$ cat src/rtl/decode_pkg.sv
// Shared types and constants for the x86 instruction-length decode sequencer:
// FSM states, descriptor layout, prefix bytes and immediate-size helpers.
package decode_pkg;

  localparam int MAX_LEN = 15;

  typedef enum logic [2:0] {
    ST_PFX,
    ST_OPC2,
    ST_MODRM,
    ST_SIB,
    ST_DISP,
    ST_IMM,
    ST_DONE
  } state_t;

  localparam logic [1:0] IMM_NONE = 2'd0;
  localparam logic [1:0] IMM_B1   = 2'd1;
  localparam logic [1:0] IMM_B2   = 2'd2;
  localparam logic [1:0] IMM_B4   = 2'd3;

  localparam logic [7:0] PFX_ES    = 8'h26;
  localparam logic [7:0] PFX_CS    = 8'h2E;
  localparam logic [7:0] PFX_SS    = 8'h36;
  localparam logic [7:0] PFX_DS    = 8'h3E;
  localparam logic [7:0] PFX_FS    = 8'h64;
  localparam logic [7:0] PFX_GS    = 8'h65;
  localparam logic [7:0] PFX_OPSZ  = 8'h66;
  localparam logic [7:0] PFX_ADSZ  = 8'h67;
  localparam logic [7:0] PFX_LOCK  = 8'hF0;
  localparam logic [7:0] PFX_REPNE = 8'hF2;
  localparam logic [7:0] PFX_REP   = 8'hF3;
  localparam logic [7:0] ESC_0F    = 8'h0F;

  localparam int PFX_OPSZ_BIT = 6;

  typedef struct packed {
    logic [3:0]  len;
    logic [10:0] pfx_flags;
    logic [7:0]  rex;
    logic        esc;
    logic [7:0]  opcode;
    logic        has_modrm;
    logic [7:0]  modrm;
    logic        has_sib;
    logic [7:0]  sib;
    logic [31:0] disp;
    logic [63:0] imm;
    logic        err;
  } desc_t;

  // One-hot flag position of a legacy prefix, zero for any other byte.
  function automatic logic [10:0] pfx_bit(input logic [7:0] b);
    case (b)
      PFX_ES:    pfx_bit = 11'h001;
      PFX_CS:    pfx_bit = 11'h002;
      PFX_SS:    pfx_bit = 11'h004;
      PFX_DS:    pfx_bit = 11'h008;
      PFX_FS:    pfx_bit = 11'h010;
      PFX_GS:    pfx_bit = 11'h020;
      PFX_OPSZ:  pfx_bit = 11'h040;
      PFX_ADSZ:  pfx_bit = 11'h080;
      PFX_LOCK:  pfx_bit = 11'h100;
      PFX_REPNE: pfx_bit = 11'h200;
      PFX_REP:   pfx_bit = 11'h400;
      default:   pfx_bit = 11'h000;
    endcase
  endfunction

  // MOV r64, imm64 is the only form carrying eight immediate bytes.
  function automatic logic [3:0] imm_size(input logic [1:0] cls, input logic opsz,
                                          input logic rexw, input logic [7:0] op);
    if (rexw && op[7:3] == 5'b10111) begin
      imm_size = 4'd8;
    end else begin
      case (cls)
        IMM_NONE: imm_size = 4'd0;
        IMM_B1:   imm_size = 4'd1;
        IMM_B2:   imm_size = 4'd2;
        default:  imm_size = (opsz && !rexw) ? 4'd2 : 4'd4;
      endcase
    end
  endfunction

endpackage

$ cat src/rtl/modrm_len.sv
// Combinational ModRM/SIB addressing decode: whether a SIB byte follows and
// how many displacement bytes the addressing form carries.
module modrm_len (
  input  logic [1:0] modrm_mod,
  input  logic [2:0] modrm_rm,
  input  logic [2:0] sib_base,
  input  logic       sib_seen,
  output logic       need_sib,
  output logic [2:0] disp_bytes
);

  always_comb begin
    need_sib   = (modrm_mod != 2'b11) && (modrm_rm == 3'b100);
    disp_bytes = 3'd0;
    case (modrm_mod)
      2'b01: disp_bytes = 3'd1;
      2'b10: disp_bytes = 3'd4;
      2'b00: begin
        // rm=101 is RIP/disp32; SIB base=101 with mod=00 is likewise disp32.
        if (modrm_rm == 3'b101 ||
            (sib_seen && modrm_rm == 3'b100 && sib_base == 3'b101))
          disp_bytes = 3'd4;
      end
      default: disp_bytes = 3'd0;
    endcase
  end

endmodule

$ cat src/rtl/decode_sequencer.sv
// Byte-serial x86 instruction-length decoder: walks prefixes, opcode, ModRM,
// SIB, displacement and immediate bytes and emits one descriptor per instruction.
module decode_sequencer
  import decode_pkg::*;
#(
  parameter int MAX_LEN = decode_pkg::MAX_LEN
) (
  input  logic         clk,
  input  logic         reset_n,
  input  logic         in_valid,
  input  logic [7:0]   in_byte,
  output logic         in_ready,
  input  logic [255:0] modrm_tbl,
  input  logic [511:0] imm_tbl,
  output logic         out_valid,
  input  logic         out_ready,
  output desc_t        out_desc,
  output state_t       dbg_state
);

  // Handshake: a byte transfers on a rising edge with in_valid && in_ready; a
  // descriptor transfers with out_valid && out_ready. in_ready is low whenever
  // out_valid is high, and out_valid/out_desc hold until taken.
  state_t     state;
  logic [3:0] cnt;
  logic [2:0] lane;
  logic [3:0] imm_len;

  logic       accept;
  logic       is_pfx;
  logic       is_rex;
  logic [3:0] op_imm;
  logic [3:0] len_n;
  logic       need_sib;
  logic [2:0] disp_bytes;
  logic [7:0] mr_byte;
  logic       finish;
  logic       overflow;

  assign accept    = in_valid && in_ready;
  assign is_pfx    = |pfx_bit(in_byte);
  assign is_rex    = (in_byte[7:4] == 4'h4);
  assign op_imm    = imm_size(imm_tbl[{in_byte, 1'b0} +: 2], out_desc.pfx_flags[PFX_OPSZ_BIT],
                              out_desc.rex[3], in_byte);
  assign len_n     = out_desc.len + 4'd1;
  assign mr_byte   = (state == ST_MODRM) ? in_byte : out_desc.modrm;
  assign dbg_state = state;

  modrm_len u_modrm_len (
    .modrm_mod  (mr_byte[7:6]),
    .modrm_rm   (mr_byte[2:0]),
    .sib_base   (in_byte[2:0]),
    .sib_seen   (state == ST_SIB),
    .need_sib   (need_sib),
    .disp_bytes (disp_bytes)
  );

  // The accepted byte is the last one of the instruction.
  always_comb begin
    finish = 1'b0;
    if (accept) begin
      case (state)
        ST_PFX:   finish = !is_pfx && !is_rex && (in_byte != ESC_0F) &&
                           !modrm_tbl[in_byte] && (op_imm == 4'd0);
        ST_OPC2:  finish = (in_byte == 8'h05);
        ST_MODRM: finish = !need_sib && (disp_bytes == 3'd0) && (imm_len == 4'd0);
        ST_SIB:   finish = (disp_bytes == 3'd0) && (imm_len == 4'd0);
        ST_DISP:  finish = (cnt == 4'd1) && (imm_len == 4'd0);
        ST_IMM:   finish = (cnt == 4'd1);
        default:  finish = 1'b0;
      endcase
    end
  end

  assign overflow = accept && !finish && (len_n == 4'(MAX_LEN));

  always_ff @(posedge clk or negedge reset_n) begin
    if (!reset_n) begin
      state     <= ST_PFX;
      out_desc  <= '0;
      out_valid <= 1'b0;
      in_ready  <= 1'b0;
      cnt       <= 4'd0;
      lane      <= 3'd0;
      imm_len   <= 4'd0;
    end else if (state == ST_DONE) begin
      if (out_ready) begin
        state     <= ST_PFX;
        out_desc  <= '0;
        out_valid <= 1'b0;
        in_ready  <= 1'b1;
        cnt       <= 4'd0;
        lane      <= 3'd0;
        imm_len   <= 4'd0;
      end
    end else if (accept) begin
      out_desc.len <= len_n;
      case (state)
        ST_PFX: begin
          if (is_pfx) begin
            out_desc.pfx_flags <= out_desc.pfx_flags | pfx_bit(in_byte);
            out_desc.rex       <= 8'h00;
          end else if (is_rex) begin
            out_desc.rex <= in_byte;
          end else if (in_byte == ESC_0F) begin
            out_desc.esc <= 1'b1;
            state        <= ST_OPC2;
          end else begin
            out_desc.opcode    <= in_byte;
            out_desc.has_modrm <= modrm_tbl[in_byte];
            imm_len            <= op_imm;
            cnt                <= op_imm;
            lane               <= 3'd0;
            state              <= modrm_tbl[in_byte] ? ST_MODRM : ST_IMM;
          end
        end
        ST_OPC2: begin
          out_desc.opcode <= in_byte;
          if (in_byte[7:4] == 4'h8) begin
            imm_len <= 4'd4;
            cnt     <= 4'd4;
            lane    <= 3'd0;
            state   <= ST_IMM;
          end else if (in_byte != 8'h05) begin
            out_desc.has_modrm <= 1'b1;
            state              <= ST_MODRM;
          end
        end
        ST_MODRM, ST_SIB: begin
          if (state == ST_MODRM) out_desc.modrm <= in_byte;
          else                   out_desc.sib   <= in_byte;
          lane <= 3'd0;
          if (state == ST_MODRM && need_sib) begin
            out_desc.has_sib <= 1'b1;
            state            <= ST_SIB;
          end else if (disp_bytes != 3'd0) begin
            cnt   <= {1'b0, disp_bytes};
            state <= ST_DISP;
          end else begin
            cnt   <= imm_len;
            state <= ST_IMM;
          end
        end
        ST_DISP: begin
          out_desc.disp[{lane[1:0], 3'b000} +: 8] <= in_byte;
          if (cnt == 4'd1) begin
            cnt   <= imm_len;
            lane  <= 3'd0;
            state <= ST_IMM;
          end else begin
            cnt  <= cnt - 4'd1;
            lane <= lane + 3'd1;
          end
        end
        ST_IMM: begin
          out_desc.imm[{lane, 3'b000} +: 8] <= in_byte;
          cnt  <= cnt - 4'd1;
          lane <= lane + 3'd1;
        end
        default: state <= ST_PFX;
      endcase
      if (finish || overflow) begin
        state        <= ST_DONE;
        out_valid    <= 1'b1;
        in_ready     <= 1'b0;
        out_desc.err <= overflow;
      end
    end else begin
      in_ready <= 1'b1;
    end
  end

endmodule
$ cat config.mk
export PLATFORM = sky130hd
export DESIGN_NAME = decode_sequencer
export DESIGN_NICKNAME = d
export VERILOG_FILES = /design/src/rtl/decode_pkg.sv /design/src/rtl/modrm_len.sv /design/src/rtl/decode_sequencer.sv
export SDC_FILE = /design/constraint.sdc
export NUM_CORES = 1
export LEC_CHECK = 0
export BUFFER_PORTS_ARGS = -buffer_cell sky130_fd_sc_hd__buf_2
export CAP_MARGIN = 0
export CORE_AREA = 2 2 359 361
export CTS_CLUSTER_DIAMETER = 30
export DETAILED_ROUTE_END_ITERATION = 16
export DIE_AREA = 0 0 361 363
export GPL_TIMING_DRIVEN = 0
export HOLD_SLACK_MARGIN = 0.06
export PLACE_DENSITY = 0.37
export SLEW_MARGIN = 40
export SYNTH_ARGS = -nofsm -noshare
export SYNTH_HDL_FRONTEND = slang
export SYNTH_HIERARCHICAL = 1
export SYNTH_SLANG_ARGS = --single-unit
$ cat constraint.sdc
create_clock -name clk -period 6.2 [get_ports clk]
set_input_delay 1.24 -clock clk [delete_from_list [all_inputs] [get_ports clk]]
set_output_delay 1.24 -clock clk [all_outputs]
set_load 0.005 [all_outputs]
==> impl_metrics.sql, run 1 <==
INSERT INTO impl_metrics (metric_group, metric, value, unit) VALUES
('global_route', 'global_route.overflow_total', '0', ''),
('critical_path', 'worst_ep_arrival', '6.28', 'ns'),
('sta', 'final.min_clock_period', '5.93', 'ns'),
('detailed_routing', 'vias', '16772', ''),
('synthesis', 'syn-mean-instance-area', '10.5', 'µm²'),
('min_path', 'worst_hold_path_type', 'flip-flop to flip-flop', ''),
('synthesis', 'postSynth.asyncResetShare', '100', '%'),
('synthesis', 'synth.cells.most_frequent', 'nand2_1, mux4_2, dfrtp_1', ''),
('synthesis', 'synth-edff-count', '0', ''),
('detailed_routing', 'first_pass_drt_iterations', '5', ''),
('floorplanning', 'std_cell_rows', '131', ''),
('sta', 'report.final.slew_viol_count', '0', ''),
('clock_network', 'cts_sinks', '163', ''),
('sta', 'clock-skew-final', '0.00909', 'ns'),
('clock_network', 'postCtsHoldBufs', '0', ''),
('detailed_routing', 'first_iter_violations', '1184', ''),
('layout', 'fraction_of_the_core_area_covered_by_cells_at_the_end_of_the_flow', '17.1', '%'),
('sta', 'maxSlewHeadroom', '31.9', '%'),
('critical_path', 'reg2reg_to', 'dbg_state[1]$_DFFE_PN0P_', ''),
('detailed_routing', 'wl_per_cell', '32.8', 'µm'),
('clock_network', 'max-clock-path-buffers', '2', ''),
('floorplanning', 'die_area', '0.131', 'mm²'),
('sta', 'holdWs', '0.475', 'ns'),
('global_route', 'grt_start_max_net_pins', '64', ''),
('detailed_routing', 'vias_per_cell', '4.22', ''),
('synthesis', 'yosys_warnings', '6', ''),
('clock_network', 'path_clk_slew', '0.07', 'ns'),
('sta', 'endpoints_failing_hold', '0', ''),
('sta', 'fin_crit_sh', '95.7', '%'),
('synthesis', 'synth.area.top_cells', 'dfrtp_1, mux4_2, nand2_1, mux2i_1, o21ai_0', ''),
('floorplanning', 'start_util', '10.9', '%'),
('detailed_routing', 'detail-route-antenna-nets', '0', ''),
('flow_run', 'max_cap_violations', '0', ''),
('critical_path', 'worstPathRequired', '6.54', 'ns'),
('critical_path', 'r2r-start', 'dbg_state[1]$_DFFE_PN0P_', ''),
('clock_network', 'post_cts_buffers', '0', ''),
('power_and_ir_drop', 'peakVddDrop', '0.000214', 'V'),
('global_route', 'initial_antenna_violation_count', '46', ''),
('detailed_routing', 'routed_wl', '130000', 'µm'),
('synthesis', 'synthDominantAreaCellType', 'dfrtp_1', ''),
('synthesis', 'syn-instance-count', '1328', ''),
('floorplanning', 'io_pins', '932', ''),
('clock_network', 'cts-htree-levels', '4', ''),
('synthesis', 'share_of_the_synthesized_area_in_the_top_cell_type', '29.4', '%'),
('layout', 'instances_no_fill', '3973', ''),
('floorplanning', 'floorplan.core_area', '0.127', 'mm²'),
('synthesis', 'post_synth_mux_area_share', '34.1', '%'),
('synthesis', 'synth-seq-cells', '163', ''),
('critical_path', 'crit_end', 'in_ready$_DFFE_PN0P_', ''),
('synthesis', 'synth-seq-area-share', '29.4', '%'),
('sta', 'timing_worst_slew_pin_value', '1.01', 'ns'),
('placement', 'gpl.final_weighted_congestion', '0.868', ''),
('global_route', 'grt_pass1_vias', '17255', ''),
('synthesis', 'post_synth_num_cell_types', '75', ''),
('layout', 'nNetsFinal', '3079', ''),
('critical_path', 'rr_worst_depth', '12', ''),
('critical_path', 'path_max_fanout', '10', ''),
('floorplanning', 'die_extent_in_x', '361', 'µm'),
('synthesis', 'top_flip_flop_cell_by_instance_count_after_synthesis', 'dfrtp_1', ''),
('power_and_ir_drop', 'powerDensity', '237', 'mW/mm²'),
('synthesis', 'synth_fa_ha_area_share', '0.901', '%'),
('critical_path', 'start_kind', 'input pin', ''),
('layout', 'synthToLayoutAreaGrowth', '56.2', '%'),
('synthesis', 'post_synth_xor_area_fraction', '0.189', '%'),
('critical_path', 'crit_path_start', 'in_byte[1]', ''),
('sta', 'max_freq', '168', 'MHz'),
('layout', 'layout-drive-gt1-share', '54.8', '%'),
('outcome', 'outcome', 'completed', ''),
('sta', 'setup_viol', '0', ''),
('synthesis', 'compound_cell_area_share_of_the_yosys_netlist', '15.6', '%'),
('placement', 'dp.final_hpwl', '111000', 'µm');
==> logic make-up after synthesis <==
logic type               Yosys count
AND/OR/NAND/NOR                  441
XOR/XNOR                           3
multiplexers                     248
flip-flops                       163
AO/OA/AOI/OAI                    329
adder cells (fa/ha/maj)           10
other                              1
buffers and inverters            133
==> routing by layer <==
layer / track usage [%] / wire (µm)
met1: 24.1 / 54200
met2: 34.4 / 66400
met3: 2.94 / 7130
met4: 4.06 / 2660
met5: 0 / 62
==> registers in the layout, indices dropped and copies added (netlist names) <==
name,cells
out_desc,147
cnt,4
imm_len,4
dbg_state,3
lane,3
in_ready,1
out_valid,1
==> critical path, cell delays in order <==
cell       delay [ns]
buf_2            0.12
buf_4            0.24
buf_2            0.48
buf_4            0.43
buf_2            0.56
mux4_2           0.41
a22oi_1          0.33
a21oi_1          0.15
o21ai_0          0.84
o2111ai_1        0.38
o31a_1           0.25
nor4b_4          0.38
o21ai_1          0.24
o31a_1           0.17
==> power by group <==
group          internal, W  switching (W)
Clock             0.000683       0.000526
Sequential         0.00127       0.000167
Combinational     0.000933        0.00155
==> placed cells by master (no fill, tap or decap), types with 7 or more instances in the layout <==
cell type / n
a21oi_1: 35
a22oi_1: 26
a31oi_1: 18
and2_1: 10
buf_16: 8
buf_2: 960
buf_4: 17
buf_6: 13
clkbuf_1: 32
clkbuf_16: 17
clkbuf_2: 18
dfrtp_1: 163
diode_2: 9
ha_1: 10
inv_1: 16
mux2_2: 10
mux2i_1: 62
mux4_1: 9
mux4_2: 167
nand2_1: 193
nand2b_1: 10
nand3_1: 79
nand3b_1: 7
nor2_1: 64
nor2b_1: 11
nor3_1: 17
o21ai_0: 106
o22ai_1: 24
o31ai_1: 35
or3_1: 7
==> through the flow <==
stage | worst slack, ns | setup TNS [ns] | instance area, µm²
6_report | 0.265 | 0 | 21700
3_3_place_gp | -0.274 | -1.26 | 20600
2_1_floorplan | 2.27 | 0 | 13900
3_5_place_dp | -0.139 | -0.302 | 21000
4_1_cts | 0.327 | 0 | 21600
5_1_grt | 0.271 | 0 | 21700
==> final cells by class <==
type | count | area [µm²]
Fill cell | 14524 | 105000
Multi-Input combinational cell | 1032 | 9220
Timing Repair Buffer | 942 | 4920
Sequential cell | 163 | 4080
Tap cell | 1662 | 2080
Buffer | 114 | 667
Clock buffer | 18 | 429
Clock inverter | 14 | 203
Inverter | 19 | 72.6
Antenna cell | 9 | 22.5
==> worst min-delay path by stage <==
stage	start	end	slack [ns]	depth (start not counted)
after detailed placement	out_desc[125]$_DFFE_PN0P_	out_desc[125]$_DFFE_PN0P_	0.46	2
after floorplan	out_valid$_DFFE_PN0P_	out_valid$_DFFE_PN0P_	0.47	2
after global placement	out_desc[97]$_DFFE_PN0P_	out_desc[97]$_DFFE_PN0P_	0.46	2
after global routing	out_desc[38]$_DFFE_PN0P_	out_desc[38]$_DFFE_PN0P_	0.50	2
final	out_desc[87]$_DFFE_PN0P_	out_desc[87]$_DFFE_PN0P_	0.47	2
after CTS	out_desc[125]$_DFFE_PN0P_	out_desc[125]$_DFFE_PN0P_	0.48	2
Note: power is estimated with default switching activity, not from simulation.
==> run 2, diff against run 1 <==
- PLACE_DENSITY: 0.37 -> 0.38
- clock period: 6.2 -> 5.3 ns (I/O delays scaled with it)
==> impl_metrics.sql, run 2 (synthesis gave the netlist of run 1 again) <==
INSERT INTO impl_metrics (metric_group, metric, value, unit) VALUES
('outcome', 'outcome', 'completed', ''),
('critical_path', 'rr_worst_depth', '12', ''),
('min_path', 'worst_hold_path_type', 'input pin to async pin', ''),
('power_and_ir_drop', 'clock_power_share', '21.5', '%'),
('clock_network', 'cts_root_buf', 'clkbuf_16', ''),
('global_route', 'grt_pass1_vias', '17224', ''),
('placement', 'portBuffers', '931', ''),
('critical_path', 'r2r-start', 'dbg_state[1]$_DFFE_PN0P_', ''),
('sta', 'fin_crit_sh', '96.9', '%'),
('clock_network', 'postCtsHoldBufs', '0', ''),
('detailed_routing', 'first_pass_drt_iterations', '6', ''),
('global_route', 'grt_start_max_net_pins', '68', ''),
('floorplanning', 'die-height', '363', 'µm'),
('clock_network', 'post_cts_buffers', '0', ''),
('critical_path', 'worst_setup_path_end_kind', 'flip-flop', ''),
('detailed_routing', 'detail-route-antenna-nets', '0', ''),
('detailed_routing', 'first_iter_violations', '1388', ''),
('sta', 'clock-skew-final', '0.0144', 'ns'),
('critical_path', 'critical-path-max-stage-delay', '0.51', 'ns'),
('detailed_routing', 'vias', '16820', ''),
('detailed_routing', 'wl_per_cell', '32.5', 'µm'),
('layout', 'count_of_fill_cells_added_during_filler_insertion', '14457', ''),
('layout', 'most_common_cell_after_layout_fill_and_taps_aside', 'buf_2', ''),
('floorplanning', 'die_extent_in_x', '361', 'µm'),
('critical_path', 'rrSetupSlack', '1.08', 'ns'),
('clock_network', 'worst_skew_pair.late_latency', '0.47', 'ns'),
('sta', 'maxSlewHeadroom', '47.2', '%'),
('critical_path', 'start_kind', 'input pin', ''),
('sta', 'final.min_clock_period', '5.14', 'ns'),
('global_route', 'grt_pass1_wl', '165000', 'µm'),
('floorplanning', 'start_util', '10.9', '%'),
('power_and_ir_drop', 'internal_power', '0.00320', 'W'),
('layout', 'flip_flop_count_of_the_largest_register_after_layout', '147', ''),
('critical_path', 'critPathSlowestCell', 'o21ai_1', ''),
('power_and_ir_drop', 'logic_pwr_share', '49.5', '%'),
('sta', 'holdWs', '0.473', 'ns'),
('layout', 'leading_cell_types_in_the_layout_fill_and_taps_excluded', 'buf_2, nand2_1, mux4_2, dfrtp_1, o21ai_0', ''),
('clock_network', 'max-clock-path-buffers', '2', ''),
('critical_path', 'worst_ep_arrival', '5.48', 'ns'),
('power_and_ir_drop', 'power_switching_share', '45.0', '%'),
('power_and_ir_drop', 'powerDensity', '268', 'mW/mm²'),
('sta', 'setup-tns-final', '0', 'ns'),
('detailed_routing', 'vias_per_cell', '4.23', ''),
('clock_network', 'cts_repair_resize_count', '7', ''),
('critical_path', 'crit_family', 'compound AO/OA/AOI/OAI gates', ''),
('layout', 'layout-drive-gt1-share', '55.0', '%'),
('flow_run', 'max_cap_violations', '0', ''),
('placement', 'dp.final_hpwl', '110000', 'µm'),
('sta', 'unrepaired_setup_endpoints_after_global_routing', 'false', ''),
('critical_path', 'path_max_fanout', '10', ''),
('layout', 'synthToLayoutAreaGrowth', '56.3', '%'),
('layout', 'layout_top_registers', 'out_desc x147, cnt x4, imm_len x4', ''),
('placement', 'gpl.final_weighted_congestion', '0.848', ''),
('critical_path', 'worstSetupPathType', 'input pin to flip-flop', ''),
('detailed_routing', 'routed_wl', '129000', 'µm'),
('detailed_routing', 'drc_violation_count_after_routing', '0', ''),
('power_and_ir_drop', 'power.net_switching', '0.00262', 'W'),
('floorplanning', 'floorplan.core_area', '0.127', 'mm²'),
('global_route', 'global_route.overflow_total', '0', ''),
('sta', 'report.final.slew_viol_count', '0', ''),
('power_and_ir_drop', 'total_power', '0.00582', 'W'),
('sta', 'timing_worst_slew_pin_value', '0.792', 'ns'),
('critical_path', 'worstPathRequired', '5.64', 'ns'),
('power_and_ir_drop', 'total_leakage_power', '9.91', 'nW'),
('clock_network', 'path_clk_slew', '0.07', 'ns'),
('layout', 'fraction_of_the_core_area_covered_by_cells_at_the_end_of_the_flow', '17.1', '%'),
('critical_path', 'reg2reg_to', 'in_ready$_DFFE_PN0P_', ''),
('critical_path', 'critical-path-top-cell-by-count', 'buf_4', ''),
('layout', 'nNetsFinal', '3081', ''),
('power_and_ir_drop', 'power_frac_seq', '29.0', '%'),
('global_route', 'globalRouteTotalUtil', '19.0', '%'),
('power_and_ir_drop', 'peakVddDrop', '0.000171', 'V'),
('clock_network', 'cts_sinks', '163', ''),
('clock_network', 'cts_tree', 'done', ''),
('clock_network', 'cts-htree-levels', '4', ''),
('floorplanning', 'std_cell_rows', '131', ''),
('sta', 'max_freq', '195', 'MHz'),
('sta', 'setup_viol', '0', ''),
('layout', 'regMostFlops', 'out_desc', ''),
('global_route', 'initial_antenna_violation_count', '48', ''),
('critical_path', 'critPathBufInv', '5', ''),
('critical_path', 'path_cells', 'buf_2 -> buf_4 -> buf_4 -> buf_4 -> clkbuf_4 -> mux4_2 -> a22oi_1 -> a21oi_1 -> o21ai_1 -> o2111ai_1 -> o31a_1 -> nor4b_4 -> o21ai_1 -> o31a_1', ''),
('sta', 'endpoints_failing_hold', '0', ''),
('floorplanning', 'die_area', '0.131', 'mm²'),
('floorplanning', 'io_pins', '932', ''),
('clock_network', 'tritoncts.num_buffers', '17', '');
[run 2: changes by cell type in the layout (fill, tap and decap cells not counted), moves of 3 or more]
cell / change
buf_2: -5
buf_4: +4
bufinv_16: -4
diode_2: +6
nor2_4: +3
[run 2: power groups by stage]
stage	combinational (W)	clock [W]	sequential, W
final	0.00288	0.00125	0.00169
after global routing	0.00314	0.00134	0.00172
after CTS	0.00294	0.00130	0.00169
after detailed placement	0.00292	0	0.00172
after global placement	0.00287	0	0.00171
after floorplan	0.00138	0	0.00168
[run 2: layout make-up]
| cell class | count | area [µm²] | share of cell area, % |
|---|---|---|---|
| Clock inverter | 13 | 116 | 0.536 |
| Buffer | 114 | 679 | 3.13 |
| Inverter | 19 | 76.3 | 0.352 |
| Multi-Input combinational cell | 1032 | 9240 | 42.6 |
| Sequential cell | 163 | 4080 | 18.8 |
| Timing Repair Buffer | 944 | 4960 | 22.9 |
| Antenna cell | 15 | 37.5 | 0.173 |
| Clock buffer | 19 | 433 | 1.99 |
| Tap cell | 1662 | 2080 | 9.58 |
[run 2: how the worst max path moves through the flow]
stage | depth (start not counted) | to | slack (ns) | startpoint
2_1_floorplan | 14 | dbg_state[0]$_DFFE_PN0P_ | 1.55 | in_byte[1]
3_3_place_gp | 13 | dbg_state[1]$_DFFE_PN0P_ | -1.41 | in_byte[1]
3_5_place_dp | 14 | in_ready$_DFFE_PN0P_ | -0.86 | in_byte[1]
4_1_cts | 14 | in_ready$_DFFE_PN0P_ | 0.03 | in_byte[1]
5_1_grt | 17 | in_ready$_DFFE_PN0P_ | 0.01 | in_byte[0]
6_report | 14 | in_ready$_DFFE_PN0P_ | 0.16 | in_byte[1]
[run 2: per-layer routing]
metal	vias to the layer above	share of wire (%)	track usage [%]	wire, µm
li1	7183	-	-	-
met1	8639	41	23.7	53300
met2	874	50	33.7	65200
met3	110	6.1	3.47	7820
met4	14	2.2	4.43	2870
met5	-	0.069	0	89
[run 2: stage by stage]
step / setup slack, ns / std cells / instance area [µm²]
final: 0.162 / 3981 / 21700
after global routing: 0.0126 / 3971 / 21700
after CTS: 0.0264 / 3966 / 21600
after detailed placement: -0.855 / 3934 / 21100
after global placement: -1.41 / 3921 / 20600
after floorplan: 1.55 / 1328 / 13900
==> run 3, diff against run 2 <==
- ABC_AREA: not set -> 1
- CORE_AREA: 2 2 359 361 -> 2 2 367 369
- DIE_AREA: 0 0 361 363 -> 0 0 369 371
- PLACE_DENSITY: 0.38 -> 0.39
==> impl_metrics.sql, run 3 <==
INSERT INTO impl_metrics (metric_group, metric, value, unit) VALUES
('sta', 'final.min_clock_period', '4.86', 'ns'),
('layout', 'most_common_cell_after_layout_fill_and_taps_aside', 'nand2_1', ''),
('layout', 'layout-drive-gt1-share', '28.5', '%'),
('synthesis', 'synth.cell_area', '0.0154', 'mm²'),
('clock_network', 'worst_skew_pair.late_latency', '0.45', 'ns'),
('sta', 'clock-skew-final', '0.0234', 'ns'),
('detailed_routing', 'drc_violation_count_after_routing', '0', ''),
('floorplanning', 'die_extent_in_x', '369', 'µm'),
('global_route', 'grt_start_max_net_pins', '59', ''),
('layout', 'synthToLayoutAreaGrowth', '49.9', '%'),
('placement', 'portBuffers', '930', ''),
('synthesis', 'syn-instance-count', '2899', ''),
('clock_network', 'cts-htree-levels', '4', ''),
('placement', 'setup_slack_after_placement', '-0.149', 'ns'),
('floorplanning', 'std_cell_rows', '134', ''),
('global_route', 'grt_pass1_wl', '182000', 'µm'),
('detailed_routing', 'vias', '22809', ''),
('synthesis', 'yosysMostFrequentCell', 'nand2_1', ''),
('sta', 'endpoints_failing_hold', '0', ''),
('synthesis', 'synthDominantAreaCellType', 'nand2_1', ''),
('synthesis', 'share_of_the_synthesized_area_in_the_top_cell_type', '44.5', '%'),
('synthesis', 'synth.cells.most_frequent', 'nand2_1, dfrtp_1, nor2_1', ''),
('clock_network', 'cts_root_buf', 'clkbuf_16', ''),
('floorplanning', 'floorplan.core_area', '0.133', 'mm²'),
('clock_network', 'path_clk_slew', '0.07', 'ns'),
('critical_path', 'critical-path-max-stage-delay', '0.54', 'ns'),
('min_path', 'worst_hold_path_type', 'flip-flop to flip-flop', ''),
('clock_network', 'cts_tree', 'done', ''),
('global_route', 'grt_pass1_vias', '22904', ''),
('layout', 'regMostFlops', 'out_desc', ''),
('critical_path', 'path_max_fanout', '11', ''),
('synthesis', 'synth_top_family_by_area', 'simple AND/OR/NAND/NOR gates', ''),
('detailed_routing', 'routed_wl', '136000', 'µm'),
('critical_path', 'critPathSlowestCell', 'nand2_1', ''),
('synthesis', 'post_synth_num_cell_types', '43', ''),
('layout', 'layout_top_registers', 'out_desc x147, cnt x4, imm_len x4', ''),
('critical_path', 'worstPathRequired', '5.61', 'ns'),
('synthesis', 'post_synth_and_or_nand_nor_area_fraction', '55.7', '%'),
('detailed_routing', 'wl_per_cell', '24.2', 'µm'),
('floorplanning', 'io_pins', '932', ''),
('critical_path', 'crit_path_start', 'in_byte[1]', ''),
('clock_network', 'tritoncts.num_buffers', '17', ''),
('clock_network', 'postCtsHoldBufs', '0', ''),
('power_and_ir_drop', 'total_power', '0.00596', 'W'),
('synthesis', 'post_synth_xor_area_fraction', '0.285', '%'),
('critical_path', 'worstSetupPathType', 'input pin to flip-flop', ''),
('detailed_routing', 'detail-route-antenna-nets', '0', ''),
('detailed_routing', 'first_pass_drt_iterations', '6', ''),
('detailed_routing', 'vias_per_cell', '4.04', ''),
('synthesis', 'top_flip_flop_cell_by_instance_count_after_synthesis', 'dfrtp_1', ''),
('sta', 'setup_viol', '0', ''),
('floorplanning', 'die-height', '371', 'µm'),
('synthesis', 'synth-seq-area-share', '26.5', '%'),
('floorplanning', 'die_area', '0.137', 'mm²'),
('critical_path', 'path_cells', 'buf_2 -> inv_2 -> clkbuf_2 -> buf_16 -> clkbuf_2 -> nand2_1 -> nand3_1 -> nand2_1 -> nand2_1 -> nor2_1 -> nor2_1 -> nor2_1 -> nand2_1 -> nand2_1 -> nand2_1 -> nor3_2 -> nand3_1 -> nand2_1 -> nand2_2 -> nand3_1 -> nand2_1 -> nand2_1 -> o21ai_1', ''),
('global_route', 'global_route.overflow_total', '0', ''),
('outcome', 'outcome', 'completed', ''),
('power_and_ir_drop', 'powerDensity', '258', 'mW/mm²'),
('layout', 'count_of_fill_cells_added_during_filler_insertion', '15971', ''),
('critical_path', 'crit_end', 'out_desc[0]$_DFFE_PN0P_', ''),
('synthesis', 'post_synth_mux_area_share', '0.0732', '%'),
('placement', 'gpl.final_weighted_congestion', '0.903', ''),
('min_path', 'holdPathStages', '2', ''),
('synthesis', 'synth-edff-count', '0', ''),
('critical_path', 'reg2reg_to', 'out_desc[7]$_DFFE_PN0P_', ''),
('synthesis', 'syn-mean-instance-area', '5.31', 'µm²'),
('critical_path', 'worst_ep_arrival', '5.17', 'ns'),
('clock_network', 'max-clock-path-buffers', '2', ''),
('clock_network', 'cts_repair_resize_count', '0', ''),
('power_and_ir_drop', 'peakVddDrop', '0.000245', 'V'),
('synthesis', 'compound_cell_area_share_of_the_yosys_netlist', '9.18', '%'),
('floorplanning', 'start_util', '11.6', '%'),
('detailed_routing', 'first_iter_violations', '1482', ''),
('layout', 'flip_flop_count_of_the_largest_register_after_layout', '147', ''),
('sta', 'timing_worst_slew_pin_value', '0.937', 'ns'),
('global_route', 'globalRouteTotalUtil', '19.1', '%'),
('sta', 'final_critical_path_setup_slack', '0.440', 'ns'),
('critical_path', 'worst_setup_path_end_kind', 'flip-flop', ''),
('synthesis', 'synth.area.top_cells', 'nand2_1, dfrtp_1, nand3_1, o21ai_0, nor2_1', ''),
('flow_run', 'max_cap_violations', '0', ''),
('critical_path', 'critical-path-top-cell-by-count', 'nand2_1', ''),
('sta', 'unrepaired_setup_endpoints_after_global_routing', 'false', ''),
('synthesis', 'post_syn_nets', '3689', ''),
('critical_path', 'rr_worst_depth', '13', ''),
('critical_path', 'r2r-start', 'dbg_state[1]$_DFFE_PN0P_', ''),
('layout', 'leading_cell_types_in_the_layout_fill_and_taps_excluded', 'nand2_1, buf_2, dfrtp_1, nor2_1, nand3_1', ''),
('power_and_ir_drop', 'total_leakage_power', '13.3', 'nW'),
('synthesis', 'postSynth.asyncResetShare', '100', '%'),
('synthesis', 'yosys_warnings', '6', ''),
('critical_path', 'start_kind', 'input pin', ''),
('layout', 'nNetsFinal', '4644', ''),
('synthesis', 'synth-seq-cells', '163', ''),
('global_route', 'initial_antenna_violation_count', '31', ''),
('clock_network', 'post_cts_buffers', '0', ''),
('critical_path', 'rrSetupSlack', '1.62', 'ns'),
('sta', 'fin_crit_sh', '91.7', '%'),
('clock_network', 'cts_sinks', '163', ''),
('sta', 'maxSlewHeadroom', '37.6', '%'),
('synthesis', 'synth_fa_ha_area_share', '0.813', '%'),
('sta', 'report.final.slew_viol_count', '0', ''),
('placement', 'dp.final_hpwl', '115000', 'µm'),
('sta', 'max_freq', '206', 'MHz');
## run 3: cell count changes after synthesis, sizes merged, moves of 21 or more
cell / change
nand2: +1635
mux4: -176
inv: +98
nor2: +97
nand3: +73
mux2i: -62
o21ai: +52
buf: +35
a22oi: -26
o22ai: -21
## run 3: area by class of cell
cell class	instances	area (µm²)	area share (%)
clock inverter	9	95.1	0.412
tap	1768	2210	9.59
inverter	118	443	1.92
antenna	15	37.5	0.163
sequential	163	4080	17.7
clock buffer	22	484	2.10
timing repair buffer	936	4820	20.9
buffer	155	737	3.19
multi-input combinational	2463	10200	44.1
## run 3: how the worst min path moves through the flow
stage / slack, ns / start / end
6_report: 0.48 / out_desc[77]$_DFFE_PN0P_ / out_desc[77]$_DFFE_PN0P_
5_1_grt: 0.50 / out_desc[89]$_DFFE_PN0P_ / out_desc[89]$_DFFE_PN0P_
4_1_cts: 0.48 / out_desc[77]$_DFFE_PN0P_ / out_desc[77]$_DFFE_PN0P_
3_5_place_dp: 0.47 / out_desc[77]$_DFFE_PN0P_ / out_desc[77]$_DFFE_PN0P_
3_3_place_gp: 0.46 / out_desc[74]$_DFFE_PN0P_ / out_desc[74]$_DFFE_PN0P_
2_1_floorplan: 0.47 / out_desc[73]$_DFFE_PN0P_ / out_desc[73]$_DFFE_PN0P_
## run 3: cells by family (layout without fill, tap and decap cells)
kind of cell / after synthesis / after routing
multiplexers: 1 / 1
flip-flops: 163 / 163
other: 1 / 16
buffers and inverters: 273 / 1240
adder cells (fa/ha/maj): 10 / 10
AND/OR/NAND/NOR: 2189 / 2189
XOR/XNOR: 5 / 5
AO/OA/AOI/OAI: 257 / 257
## run 3: metal layers
layer  track usage (%)  part of all wire, %
met1              24.9                   44
met2              33.0                   48
met3              2.27                  5.3
met4              5.24                  2.9
met5                 0               0.0073
## run 3: power by group
| part | switching (W) | leakage [nW] | internal [W] |
|---|---|---|---|
| sequential | 0.000183 | 2.19 | 0.00152 |
| combinational | 0.00204 | 10.8 | 0.000960 |
| clock | 0.000561 | 0.284 | 0.000701 |
| total | 0.00278 | 13.3 | 0.00318 |
## run 3: critical path: cells and delay by family
family / cells / cell delay (ns)
simple gates: 17 / 2.59
buf+inv: 5 / 1.41
compound gates: 1 / 0.06
## run 3: metrics by stage
stage / hold slack, ns / TNS (ns) / area, µm² / cells / util (%)
6_report: 0.481 / 0 / 23100 / 5649 / 17.4
5_1_grt: 0.500 / 0 / 23000 / 5639 / 17.4
4_1_cts: 0.482 / 0 / 23000 / 5634 / 17.3
3_5_place_dp: 0.466 / -0.652 / 22500 / 5603 / 16.9
3_3_place_gp: 0.461 / -11.45 / 22300 / 5597 / 16.8
2_1_floorplan: 0.470 / 0 / 15400 / 2899 / -
